===== src/rtl/mem_burst_pkg.sv =====
// Shared types and defaults for the cache-line burst sequencer.
package mem_burst_pkg;

  localparam int unsigned DefaultWords = 4;
  localparam int unsigned DefaultRdLat = 2;

  typedef enum logic [1:0] {
    StIdle,
    StIssue,
    StDrain,
    StDone
  } state_e;

  typedef enum logic {
    MODE_FILL = 1'b0,
    MODE_WB   = 1'b1
  } mode_e;

endpackage


===== src/rtl/mem_burst_seq_if.sv =====
// Control/memory/fill signal bundle of the burst sequencer; slave is the sequencer side.
interface mem_burst_seq_if #(
  parameter int unsigned IDX_W = 2
) ();

  logic             start;
  logic             wr;
  logic [IDX_W-1:0] crit_idx;
  logic             mem_stall;
  logic             mem_rd;
  logic             mem_wr;
  logic [IDX_W-1:0] mem_idx;
  logic             fill_wr;
  logic [IDX_W-1:0] fill_idx;
  logic             busy;
  logic             done;

  modport master (
    output start, wr, crit_idx, mem_stall,
    input  mem_rd, mem_wr, mem_idx, fill_wr, fill_idx, busy, done
  );

  modport slave (
    input  start, wr, crit_idx, mem_stall,
    output mem_rd, mem_wr, mem_idx, fill_wr, fill_idx, busy, done
  );

endinterface


===== src/rtl/mem_ret_pipe.sv =====
// Fixed-latency read-return tracker: RD_LAT-deep {valid, index} shift register, sync active-low clear.
module mem_ret_pipe #(
  parameter int unsigned RD_LAT = 2,
  parameter int unsigned IDX_W  = 2
) (
  input  logic             clk,
  input  logic             rst,
  input  logic             in_valid,
  input  logic [IDX_W-1:0] in_idx,
  output logic             out_valid,
  output logic [IDX_W-1:0] out_idx
);

  logic [RD_LAT-1:0] valid_q;
  logic [IDX_W-1:0]  idx_q [RD_LAT];

  always_ff @(posedge clk) begin
    if (!rst) begin
      valid_q <= '0;
      for (int i = 0; i < int'(RD_LAT); i++) begin
        idx_q[i] <= '0;
      end
    end else begin
      valid_q[0] <= in_valid;
      // Empty slots carry index 0 so fill_idx idles at 0.
      idx_q[0]   <= in_valid ? in_idx : '0;
      for (int i = 1; i < int'(RD_LAT); i++) begin
        valid_q[i] <= valid_q[i-1];
        idx_q[i]   <= idx_q[i-1];
      end
    end
  end

  assign out_valid = valid_q[RD_LAT-1];
  assign out_idx   = idx_q[RD_LAT-1];

endmodule


===== src/rtl/mem_burst_seq.sv =====
// Cache-line burst sequencer (writeback or fill). Define MEM_BURST_CWF_EN for critical-word-first.
module mem_burst_seq
  import mem_burst_pkg::*;
#(
  parameter int unsigned WORDS  = DefaultWords,
  parameter int unsigned IDX_W  = $clog2(WORDS),
  parameter int unsigned RD_LAT = DefaultRdLat
) (
  input logic           clk,
  input logic           rst,
  mem_burst_seq_if.slave bus
);

  state_e           state_q, state_d;
  mode_e            mode_q;
  logic [IDX_W-1:0] base_q;
  logic [IDX_W-1:0] cnt_q;
  logic [IDX_W-1:0] ret_cnt_q;
  logic [IDX_W-1:0] issue_idx;
  logic [IDX_W-1:0] start_base;
  logic             accept;
  logic             last_issue;
  logic             last_ret;
  logic             pipe_valid;
  logic [IDX_W-1:0] pipe_idx;

`ifdef MEM_BURST_CWF_EN
  assign start_base = bus.crit_idx;
`else
  logic unused_crit_idx;
  assign unused_crit_idx = ^bus.crit_idx;
  assign start_base      = '0;
`endif

  // Natural IDX_W overflow gives the modulo-WORDS wrap.
  assign issue_idx  = base_q + cnt_q;
  assign accept     = (state_q == StIssue) && !bus.mem_stall;
  assign last_issue = accept && (cnt_q == IDX_W'(WORDS - 1));
  assign last_ret   = pipe_valid && (ret_cnt_q == IDX_W'(WORDS - 1));

  always_ff @(posedge clk) begin
    if (!rst) begin
      state_q <= StIdle;
    end else begin
      state_q <= state_d;
    end
  end

  always_comb begin
    state_d = state_q;
    unique case (state_q)
      StIdle:  if (bus.start) state_d = StIssue;
      StIssue: if (last_issue) state_d = (mode_q == MODE_WB) ? StDone : StDrain;
      StDrain: if (last_ret) state_d = StDone;
      StDone:  state_d = StIdle;
      default: state_d = StIdle;
    endcase
  end

  always_ff @(posedge clk) begin
    if (!rst) begin
      mode_q    <= MODE_FILL;
      base_q    <= '0;
      cnt_q     <= '0;
      ret_cnt_q <= '0;
    end else if (state_q == StIdle) begin
      if (bus.start) begin
        mode_q    <= mode_e'(bus.wr);
        base_q    <= start_base;
        cnt_q     <= '0;
        ret_cnt_q <= '0;
      end
    end else begin
      if (accept) cnt_q <= cnt_q + 1'b1;
      if (pipe_valid) ret_cnt_q <= ret_cnt_q + 1'b1;
    end
  end

  mem_ret_pipe #(
    .RD_LAT (RD_LAT),
    .IDX_W  (IDX_W)
  ) u_ret_pipe (
    .clk       (clk),
    .rst       (rst),
    .in_valid  (accept && (mode_q == MODE_FILL)),
    .in_idx    (issue_idx),
    .out_valid (pipe_valid),
    .out_idx   (pipe_idx)
  );

  always_comb begin
    bus.mem_rd   = 1'b0;
    bus.mem_wr   = 1'b0;
    bus.mem_idx  = '0;
    bus.fill_wr  = pipe_valid;
    bus.fill_idx = pipe_idx;
    bus.busy     = (state_q != StIdle);
    bus.done     = (state_q == StDone);
    if (state_q == StIssue) begin
      bus.mem_rd  = (mode_q == MODE_FILL);
      bus.mem_wr  = (mode_q == MODE_WB);
      bus.mem_idx = issue_idx;
    end
  end

endmodule

===== src/flat_wrapper.sv =====
// flat-port wrapper written by rule: the top's interface ports become plain ports
module mem_burst_seq_flat import mem_burst_pkg::*;
#(
  parameter int unsigned WORDS  = DefaultWords,
  parameter int unsigned IDX_W  = $clog2(WORDS),
  parameter int unsigned RD_LAT = DefaultRdLat
)
  (clk, rst, bus_start, bus_wr, bus_crit_idx, bus_mem_stall, bus_mem_rd, bus_mem_wr, bus_mem_idx, bus_fill_wr, bus_fill_idx, bus_busy, bus_done);
  mem_burst_seq_if #(.IDX_W(IDX_W)) bus_i ();
  input logic clk;
  input logic rst;
  input wire logic [$bits(bus_i.start)-1:0] bus_start;
  input wire logic [$bits(bus_i.wr)-1:0] bus_wr;
  input wire logic [$bits(bus_i.crit_idx)-1:0] bus_crit_idx;
  input wire logic [$bits(bus_i.mem_stall)-1:0] bus_mem_stall;
  output wire logic [$bits(bus_i.mem_rd)-1:0] bus_mem_rd;
  output wire logic [$bits(bus_i.mem_wr)-1:0] bus_mem_wr;
  output wire logic [$bits(bus_i.mem_idx)-1:0] bus_mem_idx;
  output wire logic [$bits(bus_i.fill_wr)-1:0] bus_fill_wr;
  output wire logic [$bits(bus_i.fill_idx)-1:0] bus_fill_idx;
  output wire logic [$bits(bus_i.busy)-1:0] bus_busy;
  output wire logic [$bits(bus_i.done)-1:0] bus_done;
  assign bus_i.start = bus_start;
  assign bus_i.wr = bus_wr;
  assign bus_i.crit_idx = bus_crit_idx;
  assign bus_i.mem_stall = bus_mem_stall;
  assign bus_mem_rd = bus_i.mem_rd;
  assign bus_mem_wr = bus_i.mem_wr;
  assign bus_mem_idx = bus_i.mem_idx;
  assign bus_fill_wr = bus_i.fill_wr;
  assign bus_fill_idx = bus_i.fill_idx;
  assign bus_busy = bus_i.busy;
  assign bus_done = bus_i.done;
  mem_burst_seq #(.WORDS(WORDS), .IDX_W(IDX_W), .RD_LAT(RD_LAT)) u_core (.clk(clk), .rst(rst), .bus(bus_i));
endmodule

===== config.mk =====
export PLATFORM = sky130hd
export DESIGN_NAME = mem_burst_seq_flat
export DESIGN_NICKNAME = d
export VERILOG_FILES = /design/src/rtl/mem_burst_pkg.sv /design/src/rtl/mem_burst_seq_if.sv /design/src/rtl/mem_ret_pipe.sv /design/src/rtl/mem_burst_seq.sv /design/src/flat_wrapper.sv
export SDC_FILE = /design/constraint.sdc
export NUM_CORES = 1
export LEC_CHECK = 0
export ABC_AREA = 1
export CAP_MARGIN = 25
export CORE_AREA = 2 2 39 41
export CTS_BUF_LIST = sky130_fd_sc_hd__clkbuf_8
export DETAILED_ROUTE_END_ITERATION = 8
export DIE_AREA = 0 0 41 43
export MAX_ROUTING_LAYER = met4
export PLACE_DENSITY = 0.85
export SYNTH_ARGS = -nofsm -noshare
export SYNTH_HDL_FRONTEND = slang
export SYNTH_SLANG_ARGS = --single-unit

===== constraint.sdc =====
create_clock -name clk -period 1.5 [get_ports clk]
set_input_delay 0.45 -clock clk [delete_from_list [all_inputs] [get_ports clk]]
set_output_delay 0.45 -clock clk [all_outputs]
set_load 0.02 [all_outputs]

==> impl_metrics.csv <==
group,metric,value,unit
clocking,clk_path_buf_depth,2,
yosys,synth_area_leaders,"dfxtp_1 (41%), ha_1 (14%), nand2_1 (12%), inv_1 (12%), nor2_1 (6.5%)",
detailed_routing,dr.first_iter.drc_count,12,
clocking,cts_tree,"built",
detailed_routing,drtAntennaViolNets,0,
yosys,ys_seq_area_frac,0.410,
yosys,synth_edf_count,0,
power,vdd_ir_drop_max,929,uV
setup_path,critical_path_required,1050,ps
timing,finalHoldViolCount,0,
placement,dp_hpwl,1.06,mm
detailed_routing,wl_per_cell,11.8,um
grt,grtUsageMet1,0.217,
floorplan,dieArea,0.00176,mm^2
power,leakagePower,0.510,nW
placement,place_congestion,0.868,
yosys,yosysTopAreaCell,"dfxtp_1",
floorplan,die_height,43,um
timing,worst_pin_slew,207,ps
clocking,insertion_delay,250,ps
yosys,postSynthAreaPerCell,7.21,um^2
setup_path,critPathMaxFanout,3,
setup_path,cp-endpoint,"bus_busy",
timing,clock_skew,1.03,ps
timing,finalMaxSlewViolations,0,
detailed_routing,finalWirelength,1.51,mm
grt,grtUsageMet3,0.0471,
detailed_routing,drt_pass1_iterations,4,
yosys,async_flop_share,0,
setup_path,cp.arrival,1100,ps
cells_and_area,drive_gt1_frac,0.313,
cells_and_area,stdcell_area,946,um^2
detailed_routing,vias,609,
timing,relSlewSlack,0.863,
floorplan,io_pins,16,
grt,busiest_layer,"met2",
setup_path,crit_start,"u_core.state_q[1]",
yosys,postSynthCellCount,88,
timing,final.setup.worst_slack,-54.3,ps
timing,fin_crit,1550,ps
detailed_routing,vias_per_cell,4.76,
grt,antenna_found_initial,0,
placement,dpl_cell_area,845,um^2
clocking,cts_made_buffers,3,
grt,grt_overflow,0,
clocking,clkSinkCount,13,
floorplan,num_rows,14,
yosys,yosysTopAreaCellShare,0.410,
cells_and_area,diodes,0,
setup_path,criticalPathCategory,"flip-flop to output port",
flow_run,max_cap_viol_count,0,
yosys,synth.most_common_cell,"nand2_1",
yosys,ys.flop_type,"dfxtp_1",
timing,fmaxAchievable,643,MHz
yosys,synth_seq_cells,13,
setup_path,start_kind,"flip-flop",
grt,track_usage,0.222,
yosys,yosysWarnings,0,
timing,hold_slack,421,ps
yosys,synth_common_cells,"nand2_1 (21), inv_1 (20), dfxtp_1 (13), nor2_1 (11), ha_1 (7)",
clocking,clkSlewWorstSetupHoldPaths,50,ps
worst_hold_path,hp-class,"flip-flop to flip-flop",
timing,min_period_over_period,1.04,
setup_path,worstSetupEndpointType,"output port",
status,violations,"setup timing",
floorplan,start_util,0.458,
setup_path,r2r_start,"u_core.state_q[1]",
floorplan,coreArea,0.00138,mm^2
yosys,syn_area,634,um^2
status,status,"complete, but fails checks",
grt,grt_pass1_wl,2.48,mm
setup_path,rrSetupSlack,160,ps
power,p_per_area,1490,mW/mm^2
cells_and_area,nFillCells,121,
setup_path,r2r-end,"u_core.state_q[0]",
timing,setup_violations,4,
placement,port_buffers,13,
timing,rsz0062_at_grt,"yes",
grt,met2_usage,0.375,
grt,first_global_vias,630,
detailed_routing,drc,0,
setup_path,reg2reg_depth,8,
cells_and_area,nets,127,
clocking,h-tree-depth,1,
yosys,synth.distinct_cells,12,
clocking,clock-root-buffer,"clkbuf_8",
yosys,synth.net_count,102,
floorplan,die_x,41,um
cells_and_area,syn2layout_area_growth,49.1,%
grt,grt_max_degree,11,
## repair_timing
item | in CTS | in global routing
setup endpoints to repair | 9 | 6
gates resized for setup | 50 | 7
pin swaps | 1 | 1
hold buffers | 0 | 0
buffers inserted | 1 | 0
## stage by stage
step                instances  utilization  TNS [ps]  power (mW)  setup slack, ps
CTS                       128        0.674      -132        1.38            -76.3
global placement          123        0.610     -1630       0.945             -340
finish                    128        0.684      -124        1.41            -54.3
detailed placement        123        0.610     -1870       0.973             -386
global route              128        0.684      -370        1.50            -98.1
floorplan                  88            -         0       0.721              115
## layout make-up
type                    count  area [um^2]  share of cell area
inverters                  20         77.6              0.0820
clock buffers               3         41.3              0.0437
clock inverters             1         3.75             0.00397
repair buffers             23          221               0.234
multi-input cells          52          319               0.337
well taps                  16         20.0              0.0212
flip-flops and latches     13          263               0.278
## how the worst min path moves through the flow
stage / start / end / slack, ps / depth (start not counted)
floorplan: u_core.u_ret_pipe.idx_q[0][0] / u_core.u_ret_pipe.idx_q[0][2] / 390 / 2
finish: u_core.u_ret_pipe.idx_q[0][1] / u_core.u_ret_pipe.idx_q[0][3] / 420 / 2
detailed placement: u_core.u_ret_pipe.idx_q[0][0] / u_core.u_ret_pipe.idx_q[0][2] / 400 / 2
global route: u_core.u_ret_pipe.idx_q[0][1] / u_core.u_ret_pipe.idx_q[0][3] / 450 / 2
global placement: u_core.u_ret_pipe.idx_q[0][0] / u_core.u_ret_pipe.idx_q[0][2] / 390 / 2
CTS: u_core.u_ret_pipe.idx_q[0][1] / u_core.u_ret_pipe.idx_q[0][3] / 420 / 2
## flip-flops by register name, indices dropped and copies added (netlist names)
signal	count
u_core.ret_cnt_q	2
u_core.state_q	2
u_core.u_ret_pipe.valid_q	2
u_core.mode_q	1
u_core.u_ret_pipe.idx_q	4
u_core.cnt_q	2
## kinds of logic after synthesis
group	Yosys count	share of synthesized area
buffers and inverters	23	0.150
adders and majority gates	7	0.138
and+or+nand+nor	37	0.239
AOI/OAI and AO/OA	8	0.0631
DFF	13	0.410
## worst max-delay path, cell delays in order (launching register included)
cell and delay (ps):
dfxtp_2 330, inv_2 50, buf_4 140, ha_4 160, inv_2 60, buf_6 110
## layout by cell type (no fill, tap or decap)
| cell | n |
|---|---|
| a21oi_1 | 5 |
| buf_12 | 1 |
| buf_4 | 9 |
| buf_6 | 6 |
| clkbuf_8 | 3 |
| clkdlybuf4s50_1 | 4 |
| dfxtp_1 | 11 |
| dfxtp_2 | 2 |
| dlygate4sd2_1 | 3 |
| ha_1 | 4 |
| ha_2 | 1 |
| ha_4 | 2 |
| inv_1 | 15 |
| inv_2 | 5 |
| inv_4 | 1 |
| nand2_1 | 18 |
| nand2_2 | 3 |
| nand3_1 | 3 |
| nand3_2 | 1 |
| nor2_1 | 11 |
| nor2_4 | 1 |
| o21ai_0 | 3 |
## report_power, final
part / total [mW] / internal [mW] / switching (mW)
clock network: 0.311 / 0.181 / 0.130
registers: 0.428 / 0.391 / 0.0376
logic: 0.673 / 0.322 / 0.351
total: 1.41 / 0.894 / 0.518
## per-layer routing
layer,vias up,share of wire
li1,305,-
met1,284,0.37
met2,15,0.56
met3,5,0.044
met4,0,0.024
met5,-,0
Note: power is estimated with default switching activity, not from simulation.
==> patch (config.mk and constraints unchanged) <==
Make the reset (`rst`) asynchronous in 3 clocked blocks.
--- a/src/rtl/mem_ret_pipe.sv
+++ b/src/rtl/mem_ret_pipe.sv
@@ -14,7 +14,7 @@
   logic [RD_LAT-1:0] valid_q;
   logic [IDX_W-1:0]  idx_q [RD_LAT];
 
-  always_ff @(posedge clk) begin
+  always_ff @(posedge clk or negedge rst) begin
     if (!rst) begin
       valid_q <= '0;
       for (int i = 0; i < int'(RD_LAT); i++) begin
--- a/src/rtl/mem_burst_seq.sv
+++ b/src/rtl/mem_burst_seq.sv
@@ -38,7 +38,7 @@
   assign last_issue = accept && (cnt_q == IDX_W'(WORDS - 1));
   assign last_ret   = pipe_valid && (ret_cnt_q == IDX_W'(WORDS - 1));
 
-  always_ff @(posedge clk) begin
+  always_ff @(posedge clk or negedge rst) begin
     if (!rst) begin
       state_q <= StIdle;
     end else begin
@@ -57,7 +57,7 @@
     endcase
   end
 
-  always_ff @(posedge clk) begin
+  always_ff @(posedge clk or negedge rst) begin
     if (!rst) begin
       mode_q    <= MODE_FILL;
       base_q    <= '0;
Function: differs if rst is asserted again (counterexample within 4 cycles, from zero or initial values and one cycle with rst low); with rst held inactive, the same outputs for 10 cycles.
==> patch against the original RTL <==
  * The run still ends with negative setup slack left
  * First-iteration DRC count rose by 33%
  * Hold slack got worse by 0.071 ns
  * Global-route usage fell by 0.21 points
  * Sequential power rose by 25%
  * Sequential cell count did not move
  * Power rose by 33%
  * Routed wire length fell by 5.2%
  * Final cell count fell by 8.6%
  * Final area rose by 0.13%
  * Worst setup slack got worse by 0.076 ns
  * Area after synthesis rose by 0.59%
  * Via count fell by 4.8%
  * Count of clock-buffer cells in the layout did not move
  * Highest routed layer unchanged
==> patch: results (changes against the original RTL) <==
[route]
drt_iter0_markers = 16  ; +4
wl_per_cell_um = 12.2  ; +3.7%
dr_wl_met3_um = 93  ; +41%
met2RoutedLength_um = 739  ; -13%

[sta]
setup_slack_ns = -0.130  ; -0.0760 ns
fin_skew_ns = 0.00492  ; +0.00389 ns
setup_viol = 6  ; +2
tightest_slew_ns = 0.210  ; +0.00302 ns

[synthesis]
synthTopCellsByCount = 21 x nand2_1, 13 x dfrtp_1, 10 x inv_1
yosysSeqAreaShare_pct = 51.0  ; +10 points
syn_inst = 74  ; -16%
synthAdderAreaFrac_pct = 11.8  ; -2.0 points

[setup_path]
crit_arrival_ns = 1.18  ; +0.08 ns
reg2reg_slack_ns = 0.22  ; +0.06 ns
crit_start = u_core.state_q[1]
worstReg2RegStart = u_core.state_q[0]
cpPeakStageDelay_ns = 0.39  ; +0.06 ns

[placement]
gp_congestion = 0.832  ; -4.1%
dp.cells = 111  ; -9.8%
pre_cts_ws_ns = -0.404  ; -0.0183 ns
hpwl_um = 989  ; -6.5%

[global_routing]
grt_util_met3_pct = 6.81  ; +2.1 points
grt_pass1_wl_um = 2380  ; -4.2%
grt_use_met2_pct = 32.2  ; -5.3 points
grt.total_usage_pct = 22.0  ; -0.21 points
met1_usage_pct = 26.1  ; +4.4 points
grt_max_degree = 14  ; +3

[status]
violations = negative setup slack
status = finished, violations left

[finish]
nNetsFinal = 115  ; -9.4%
drive_above_1_share_pct = 33.7  ; +2.4 points
fin_cells = 117  ; -8.6%

[pwr]
p_leak_nw = 0.527  ; +3.3%
power.internal_mw = 1.12  ; +25%
clkPwrFrac_pct = 16.9  ; -5.1 points

==> patch: cell types whose count changed in the layout (fill, tap and decap cells not counted), moves of 2 or more <==
cell     change
nand3_1      +5
nor2_1       -8
nand2_1      +3
dfxtp_2      -2
dfrtp_1     +12
nand2_2      -2
a21oi_1      -3
buf_4        +3
inv_1        -8
dfxtp_1     -11
==> patch: how the worst max path moves through the flow <==
stage / endpoint / slack [ns] / depth (start not counted)
2_1_floorplan: bus_mem_rd / 0.06 / 4
3_3_place_gp: bus_mem_rd / -0.40 / 5
3_5_place_dp: bus_mem_rd / -0.40 / 5
4_1_cts: bus_mem_rd / -0.13 / 5
5_1_grt: bus_mem_rd / -0.17 / 5
6_report: bus_mem_rd / -0.13 / 5
==> patch: final cells by class <==
class / instances / area [sq um]
Clock buffer: 3 / 41.3
Clock inverter: 1 / 5.00
Tap cell: 16 / 20.0
Fill cell: 107 / 437
Sequential cell: 13 / 327
Timing Repair Buffer: 25 / 224
Multi-Input combinational cell: 46 / 282
Inverter: 13 / 48.8
==> patch: timing repair <==
action	4_1_cts	5_1_grt
resized for setup	45	4
pin swaps	2	0
setup buffers	2	0
hold endpoints to repair	0	0
endpoints found under the setup margin	9	6
==> patch: kinds of logic after synthesis <==
kind of cell / count (synthesis)
AND/OR/NAND/NOR: 35
buffers and inverters: 15
adder cells (fa/ha/maj): 6
flip-flops: 13
AO/OA/AOI/OAI: 5
==> patch: stage by stage <==
step / setup TNS [ns] / area [sq um] / util, %
after floorplan: 0 / 638 / -
after global placement: -1.93 / 848 / 61.3
after detailed placement: -2.02 / 848 / 61.3
after CTS: -0.484 / 935 / 67.5
after global routing: -0.805 / 947 / 68.4
final: -0.589 / 947 / 68.4
